===== src/rtl/pipe_word_deserializer_pkg.sv =====
// Shared definitions for the request-pipe word serializer/deserializer pair:
// header field layout, frame FSM states and request tag constants.
package pipe_word_deserializer_pkg;

  localparam int unsigned MSG_WORDS_DEFAULT = 6;
  localparam int unsigned WORD_W            = 32;

  localparam int unsigned TAG_LSB = 0;
  localparam int unsigned TAG_W   = 16;
  localparam int unsigned LEN_LSB = 16;
  localparam int unsigned LEN_W   = 16;

  typedef enum logic [1:0] {
    HDR     = 2'd0,
    COLLECT = 2'd1,
    DISCARD = 2'd2
  } pipe_state_e;

  localparam logic [TAG_W-1:0] TAG_SAY  = 16'd1;
  localparam logic [TAG_W-1:0] TAG_SAY2 = 16'd2;

  // A header is usable only if it carries a tag and a payload that fits the message.
  function automatic logic hdr_valid(input logic [WORD_W-1:0] hdr,
                                     input int unsigned       msg_words);
    logic [TAG_W-1:0] tag;
    logic [LEN_W-1:0] len;
    tag = hdr[TAG_LSB +: TAG_W];
    len = hdr[LEN_LSB +: LEN_W];
    return (tag != '0) && (len != '0) && (len <= LEN_W'(msg_words - 1));
  endfunction

endpackage


===== src/rtl/pipe_word_deserializer_sat_counter.sv =====
// Saturating event counter: counts up on inc_i and sticks at all-ones.
module sat_counter #(
  parameter int unsigned CNT_W = 16
) (
  input  logic             CLK,
  input  logic             nRST,
  input  logic             inc_i,
  output logic [CNT_W-1:0] count_o
);

  logic [CNT_W-1:0] count_q;

  always_ff @(posedge CLK) begin
    if (!nRST) begin
      count_q <= '0;
    end else if (inc_i && (count_q != '1)) begin
      count_q <= count_q + CNT_W'(1);
    end
  end

  assign count_o = count_q;

endmodule


===== src/rtl/pipe_word_deserializer.sv =====
// Receive end of the request pipe: reassembles header+payload word frames into
// one tagged MSG_WORDS*32-bit message, dropping and counting malformed frames.
module pipe_word_deserializer
  import pipe_word_deserializer_pkg::*;
#(
  parameter int unsigned MSG_WORDS = MSG_WORDS_DEFAULT,
  parameter int unsigned CNT_W     = 16
) (
  input  logic                        CLK,
  input  logic                        nRST,
  input  logic                        word_enq__ENA,
  input  logic [WORD_W-1:0]           word_enq_v,
  output logic                        word_enq__RDY,
  output logic                        pipe_enq__ENA,
  output logic [MSG_WORDS*WORD_W-1:0] pipe_enq_v,
  input  logic                        pipe_enq__RDY,
  output logic [CNT_W-1:0]            frames_ok,
  output logic [CNT_W-1:0]            frames_err
);

  localparam int unsigned MSG_W = MSG_WORDS * WORD_W;
  localparam int unsigned IDX_W = $clog2(MSG_WORDS);

  localparam logic [1:0] ST_HDR     = HDR;
  localparam logic [1:0] ST_COLLECT = COLLECT;
  localparam logic [1:0] ST_DISCARD = DISCARD;

  logic [1:0]       state_q,    state_d;
  logic [LEN_W-1:0] remain_q,   remain_d;
  logic [IDX_W-1:0] idx_q,      idx_d;
  logic [MSG_W-1:0] asm_buf_q,  asm_buf_d;
  logic [MSG_W-1:0] out_buf_q,  out_buf_d;
  logic             out_full_q, out_full_d;
  logic [CNT_W-1:0] frames_ok_q;

  logic             deliver;
  logic             word_rdy;
  logic             word_acc;
  logic             err_inc;
  logic [TAG_W-1:0] hdr_tag;
  logic [LEN_W-1:0] hdr_len;

  assign hdr_tag = word_enq_v[TAG_LSB +: TAG_W];
  assign hdr_len = word_enq_v[LEN_LSB +: LEN_W];

  assign deliver  = out_full_q & pipe_enq__RDY;
  // Only the closing payload word needs the holding buffer, so only it can stall.
  assign word_rdy = !((state_q == ST_COLLECT) && (remain_q == LEN_W'(1)) &&
                      out_full_q && !deliver);
  assign word_acc = word_enq__ENA & word_rdy;

  always_comb begin
    state_d    = state_q;
    remain_d   = remain_q;
    idx_d      = idx_q;
    asm_buf_d  = asm_buf_q;
    out_buf_d  = out_buf_q;
    out_full_d = out_full_q;
    err_inc    = 1'b0;

    if (deliver) begin
      out_full_d = 1'b0;
    end

    if (word_acc) begin
      case (state_q)
        ST_HDR: begin
          if (hdr_valid(word_enq_v, MSG_WORDS)) begin
            state_d               = ST_COLLECT;
            asm_buf_d             = '0;
            asm_buf_d[TAG_W-1:0]  = hdr_tag;
            remain_d              = hdr_len;
            idx_d                 = IDX_W'(1);
          end else begin
            err_inc  = 1'b1;
            remain_d = hdr_len;
            if (hdr_len != '0) begin
              state_d = ST_DISCARD;
            end
          end
        end
        ST_COLLECT: begin
          for (int unsigned i = 1; i < MSG_WORDS; i++) begin
            if (idx_q == IDX_W'(i)) begin
              asm_buf_d[i*WORD_W +: WORD_W] = word_enq_v;
            end
          end
          idx_d    = idx_q + IDX_W'(1);
          remain_d = remain_q - LEN_W'(1);
          // Hand the merged buffer straight to the holding register; a same-cycle
          // delivery of the previous message keeps out_full set.
          if (remain_q == LEN_W'(1)) begin
            out_buf_d  = asm_buf_d;
            out_full_d = 1'b1;
            state_d    = ST_HDR;
          end
        end
        ST_DISCARD: begin
          remain_d = remain_q - LEN_W'(1);
          if (remain_q == LEN_W'(1)) begin
            state_d = ST_HDR;
          end
        end
        default: begin
          state_d = ST_HDR;
        end
      endcase
    end
  end

  always_ff @(posedge CLK) begin
    if (!nRST) begin
      state_q     <= ST_HDR;
      remain_q    <= '0;
      idx_q       <= '0;
      asm_buf_q   <= '0;
      out_buf_q   <= '0;
      out_full_q  <= 1'b0;
      frames_ok_q <= '0;
    end else begin
      state_q    <= state_d;
      remain_q   <= remain_d;
      idx_q      <= idx_d;
      asm_buf_q  <= asm_buf_d;
      out_buf_q  <= out_buf_d;
      out_full_q <= out_full_d;
      if (deliver) begin
        frames_ok_q <= frames_ok_q + CNT_W'(1);
      end
    end
  end

  sat_counter #(
    .CNT_W (CNT_W)
  ) u_err_cnt (
    .CLK     (CLK),
    .nRST    (nRST),
    .inc_i   (err_inc),
    .count_o (frames_err)
  );

  assign word_enq__RDY = word_rdy;
  assign pipe_enq__ENA = deliver;
  assign pipe_enq_v    = out_buf_q;
  assign frames_ok     = frames_ok_q;

endmodule


===== config.mk =====
export PLATFORM = sky130hd
export DESIGN_NAME = pipe_word_deserializer
export DESIGN_NICKNAME = d
export VERILOG_FILES = /design/src/rtl/pipe_word_deserializer_pkg.sv /design/src/rtl/pipe_word_deserializer_sat_counter.sv /design/src/rtl/pipe_word_deserializer.sv
export SDC_FILE = /design/constraint.sdc
export NUM_CORES = 1
export LEC_CHECK = 0
export CORE_MARGIN = 2
export CORE_UTILIZATION = 54
export DETAILED_ROUTE_END_ITERATION = 8
export HOLD_SLACK_MARGIN = 0.03
export PLACE_DENSITY_LB_ADDON = 0.3
export SLEW_MARGIN = 10
export SYNTH_ARGS = -nofsm -noshare
export SYNTH_HDL_FRONTEND = slang
export SYNTH_SLANG_ARGS = --single-unit
export TNS_END_PERCENT = 30

===== constraint.sdc =====
create_clock -name CLK -period 3.2 [get_ports CLK]
set_input_delay 0.64 -clock CLK [delete_from_list [all_inputs] [get_ports CLK]]
set_output_delay 0.64 -clock CLK [all_outputs]
set_load 0.02 [all_outputs]

# == Word-level counts from Yosys, hierarchy flattened ==
# Index checks and enable logic that the tools add are counted.
# classes
addsub,4
bitwise,2
n_lt_le_gt_ge,1
eq_ne,12
muxes,21
n_reduce_logical,19
# ops
operator,n
case mux 160 bit (2 select lines),1
2-to-1 mux 192 bit,1
2-to-1 mux 32 bit,5
"adder 16 x 1 -> 16 bit, second input constant",2
case mux 16 bit (2 select lines),1
nonzero test 16 bit,2
"== test 16 x 1 -> 1 bit, second input constant",1
"<= comparator 16 x 3 -> 1 bit, second input constant",1
"!= test 16 bit, second input constant",1
"subtractor 16 x 1 -> 16 bit, second input constant",1
AND reduction 3 bit,4
2-to-1 mux 1 bit,7
"== test 3 x 2 -> 1 bit, second input constant",2
"== test 3 bit, second input constant",2
logical AND 1 bit,6
2-to-1 mux 2 bit,3
case mux 3 bit (2 select lines),1
case mux 2 bit (2 select lines),1
nonzero test 2 bit,2
"adder 3 x 1 -> 3 bit, second input constant",1
"== test 3 x 1 -> 1 bit, second input constant",1
2-to-1 mux 3 bit,1
"!= test 3 bit, second input constant",1
bitwise AND 1 bit,2
other kinds (8),9
# word_totals
register_bits,406
wordCells,68

# == Depth between registers and ports, before layout ==
# depth
ltp_word,8
depth_mapped,11
mapped_depth_nobuf,8

# == Modules after synthesis ==
# A second synthesis with hierarchy kept.
# hier_totals
hier_cells,1921
hier_area_um2,17509.3
# modules_own_cells
module,area_per_inst_um2,n_inst,cells_per_inst
pipe_word_deserializer,16672.2,1,1824
sat_counter,837.1,1,97

# == Worst setup path after synthesis ==
# No wires, ideal clock.
# synth_path
path_kind,input port to flip-flop
from,input word_enq_v[28]
to,register asm_buf_q[113]
t_arrival_ns,2.458
path_buffers,2
cell_stages,8
setup_time_ns,0.117
slack_ns,0.625
cell_sequence,clkbuf_1 > nor4_2 > nand4_1 > or3_4 > and2_4 > o31a_1 > buf_6 > a22o_1
# synth_via
elab_chain_cells,5
# synth_lines
element,line_no,rtl
from (decl),pipe_word_deserializer.sv:12,"input logic [WORD_W-1:0] word_enq_v,"
"parallel branches: the longest is 2 deep, another holds <= comparator 16 x 3 -> 1 bit",-,
logical AND 1 bit (*),pipe_word_deserializer_pkg.sv:29,return (tag != '0) && (len != '0) && (len <= LEN_W'(msg_words - 1));
!= test 2 bit (no line) (*),-,
AND reduction 3 bit (no line) (*),-,
to (signal assigned),pipe_word_deserializer.sv:124,asm_buf_q <= asm_buf_d;
to (decl),pipe_word_deserializer.sv:31,"logic [MSG_W-1:0] asm_buf_q, asm_buf_d;"
# Mark *: on every way between the ends.
# A chain may end at the register's enable or synchronous reset.

# == Worst setup path after layout ==
# layout_path
from,register remain_q[1]
to,output word_enq__RDY
# layout_via
elab_chain_cells,5
# layout_lines
element,line_no,rtl
from (decl),pipe_word_deserializer.sv:29,"logic [LEN_W-1:0] remain_q, remain_d;"
from (signal assigned),pipe_word_deserializer.sv:122,remain_q <= remain_d;
== test 16 x 1 -> 1 bit,pipe_word_deserializer.sv:48,assign word_rdy = !((state_q == ST_COLLECT) && (remain_q == LEN_W'(1)) &&
logical AND 1 bit (2 in series),pipe_word_deserializer.sv:48,
logical AND 1 bit,pipe_word_deserializer.sv:49,out_full_q && !deliver);
zero test 1 bit,pipe_word_deserializer.sv:48,
to (decl),pipe_word_deserializer.sv:13,"output logic word_enq__RDY,"
# Every way passes these cells.

==> run_results.csv <==
group,metric,value,unit
global_routing,first_global_vias,13100,
global_routing,grt-ovfl-total,0,
routing,num_vias,14100,
global_routing,grt_max_degree,94,
final_layout,antennaDiodeCount,0,
worst_setup_path,critPathArrivalTime,2.46,ns
worst_setup_path,crit_family,"simple AND/OR/NAND/NOR gates",
sta,finalWorstSetupSlack,0.105,ns
floorplanning,dieArea,32100,um2
logic_synthesis,synth_common_cells,"dfxtp_1 (406), nand2_1 (243), nor2_1 (202), mux2i_1 (175), a211oi_1 (157)",
logic_synthesis,synth.top_cells.by_area,"dfxtp_1 (49%), mux2i_1 (11%), a211oi_1 (7.1%), nand2_1 (5.5%), o22ai_1 (5.1%)",
clock_tree,clk_pin_slew_worst_paths,0.06,ns
routing,drc,0,
status,outcome,"finished clean",
placed_design,dp_hpwl,31000,um
placed_design,io_buffer_count,245,
sta,period_share,96.7,%
placed_design,pre_cts_slack,-0.188,ns
global_routing,grt_use_met1,40.3,%
clock_tree,clkLatencyLatePin,0.54,ns
global_routing,top_usage_layer,"met1",
clock_tree,cts.sinks,406,
routing,drt_iter0_markers,1243,
power_and_ir_drop,vdd_ir_drop_max,361,uV
worst_setup_path,path_cells,"inv_1, ha_1, nor3b_1, nand4_1, or2_2, clkdlybuf4s50_1",
logic_synthesis,synth_edf_count,0,
logic_synthesis,synth_ff_type,"dfxtp_1",
sta,tightestPinTransition,1.19,ns
worst_setup_path,required,2.56,ns
global_routing,gr-usage-all-layers,27.3,%
power_and_ir_drop,power.density,502,nW/um2
clock_tree,clock_path_buffers,3,
logic_synthesis,ys_ff_latch,406,
logic_synthesis,yosysMostFrequentCell,"dfxtp_1",
sta,setup_viol,0,
sta,fin_skew,0.0140,ns
logic_synthesis,ys_types,57,
logic_synthesis,yosys.area.top_type,"dfxtp_1",
logic_synthesis,syn_area,16500,um2
routing,wl,45000,um
logic_synthesis,synth_cells,1811,
logic_synthesis,yosysWarnings,0,
global_routing,grt_pass1_wl,70300,um
power_and_ir_drop,p_leak,7.35,nW
placed_design,place.gp.congestion,0.876,
worst_setup_path,path_buf_inv,2,
sta,rsz0062_at_grt,"no",
final_layout,drive_above_1_share,8.60,%
worst_setup_path,cp-end-kind,"primary output",
logic_synthesis,synth_top_area_share,49.1,%
floorplanning,die_h,179,um
routing,wire_per_inst,18.5,um
routing,vias_per_cell,5.80,
clock_tree,post_cts_hold_buffer_count,0,
global_routing,antenna_found_initial,0,
sta,max_freq,0.323,GHz
final_layout,nets,2054,
logic_synthesis,async_flop_share,0,%
worst_setup_path,path_class,"reg2out",
clock_tree,numCtsBuffers,41,
sta,slew_violations,0,
clock_tree,cts_tree,"done",
logic_synthesis,yosysSeqAreaShare,49.1,%
hold_path,min_path_type,"reg2reg",
sta,slew-limit-headroom,20.5,%
clock_tree,ctsRootBufferMaster,"clkbuf_16",
worst_setup_path,worstSetupStartpointType,"register",
floorplanning,die_w,179,um
clock_tree,ctsHtreeMaxLevel,2,
sta,min_period,3.10,ns
run,maxCapViolations,0,
routing,antenna_left,0,
floorplanning,rows,64,
floorplanning,coreArea,30300,um2
floorplanning,initial_core_util,54.5,%
final_layout,syn2layout_area_growth,26.1,%
worst_setup_path,cp_max_fo,4,
floorplanning,ios,262,
sta,hold_viol,0,
global_routing,grt_use_met3,6.28,%
sta,hold_ws,0.456,ns
routing,drtPass1Iterations,8,
logic_synthesis,syn_avg_cell_area,9.14,um2
worst_setup_path,critPathSlowestCell,"clkdlybuf4s50_1",
global_routing,use_met2,39.8,%
worst_setup_path,cpPeakStageDelay,0.58,ns
==> sequential cells by signal (all words and copies together), names as in the netlist <==
register / count
asm_buf_q: 176
frames_ok: 16
idx_q: 3
out_full_q: 1
pipe_enq_v: 176
remain_q: 16
state_q: 2
u_err_cnt.count_o: 16
==> where the power goes <==
group	internal (W)	switching [W]	leakage, nW
registers	0.00508	0.0000302	3.27
logic	0.000177	0.000358	3.42
clock network	0.00283	0.00199	0.666
==> worst paths after layout <==
path	startpoint	end	slack [ns]	depth (start not counted)
setup / recovery	remain_q[1]$_SDFFE_PN0P_	word_enq__RDY	0.10	6
hold / removal	asm_buf_q[6]$_SDFFE_PN0P_	asm_buf_q[6]$_SDFFE_PN0P_	0.46	2
setup reg to reg	remain_q[1]$_SDFFE_PN0P_	remain_q[8]$_SDFFE_PN0P_	0.44	9
hold reg to reg	asm_buf_q[6]$_SDFFE_PN0P_	asm_buf_q[6]$_SDFFE_PN0P_	0.46	2
==> worst min-delay path, cell delays in order (launching register included) <==
cell,delay (ns)
dfxtp_1,0.31
nand2_1,0.05
a21oi_1,0.05
==> cell type report <==
| class | count | area [um2] |
|---|---|---|
| fill | 2352 | 9490 |
| sequential | 406 | 8130 |
| multi-input combinational | 1201 | 7490 |
| timing repair buffer | 333 | 3300 |
| clock buffer | 59 | 1180 |
| tap | 396 | 495 |
| clock inverter | 14 | 166 |
| inverter | 23 | 91.3 |
==> layer usage <==
| layer | up-vias | share of wire (%) |
|---|---|---|
| li1 | 6823 | - |
| met3 | 70 | 9.4 |
| met4 | 0 | 2.2 |
| met5 | - | 0 |
| met2 | 611 | 43 |
| met1 | 6605 | 46 |
==> through the flow <==
stage                     instance area, um2  util, %  cells  TNS, ns  total power (W)
after global placement                 19500     64.3   2358    -1.05          0.00573
after detailed placement               19500     64.3   2358    -2.16          0.00573
final                                  20900     68.7   2432        0           0.0105
after global routing                   20900     68.7   2432        0           0.0107
after CTS                              20900     68.7   2432        0           0.0105
after floorplan                        16600        -   1826        0          0.00556
==> layout by cell type (no fill, tap or decap), drive strengths merged, types with 7 or more instances in the layout <==
cell type | synthesis | routed
a211oi | 157 | 157
a21oi | 49 | 49
a22o | 32 | 32
buf | 76 | 89
clkbuf | 120 | 59
clkdlybuf4s50 | 0 | 244
clkinv | 0 | 8
conb | 1 | 16
dfxtp | 406 | 406
ha | 12 | 12
inv | 23 | 25
mux2i | 175 | 175
nand2 | 243 | 243
nand2b | 7 | 7
nand3 | 22 | 22
nand4 | 10 | 10
nor2 | 202 | 202
nor2b | 7 | 7
nor3 | 9 | 9
nor4 | 12 | 12
o211a | 9 | 9
o211ai | 10 | 10
o21ai | 22 | 22
o22ai | 135 | 135
o31ai | 7 | 7
or3 | 10 | 10
or4 | 8 | 8
xor2 | 8 | 8
==> cells by family (layout without fill, tap and decap cells) <==
logic type / after synthesis / in the layout / synth area share, %
AOI/OAI and AO/OA: 438 / 438 / 18.3
muxes: 175 / 175 / 10.6
xor gates and xnor gates: 14 / 14 / 0.741
adders and majority gates: 12 / 12 / 0.907
other: 1 / 16 / 0.0227
and+or+nand+nor: 546 / 546 / 14.1
DFF: 406 / 406 / 49.1
buffers and inverters: 219 / 429 / 6.13
==> timing repair <==
action,4_1_cts,5_1_grt
buffers inserted,1,0
setup endpoints to repair,1,0
gates resized for setup,0,0
Note: power is estimated with default switching activity, not from simulation.
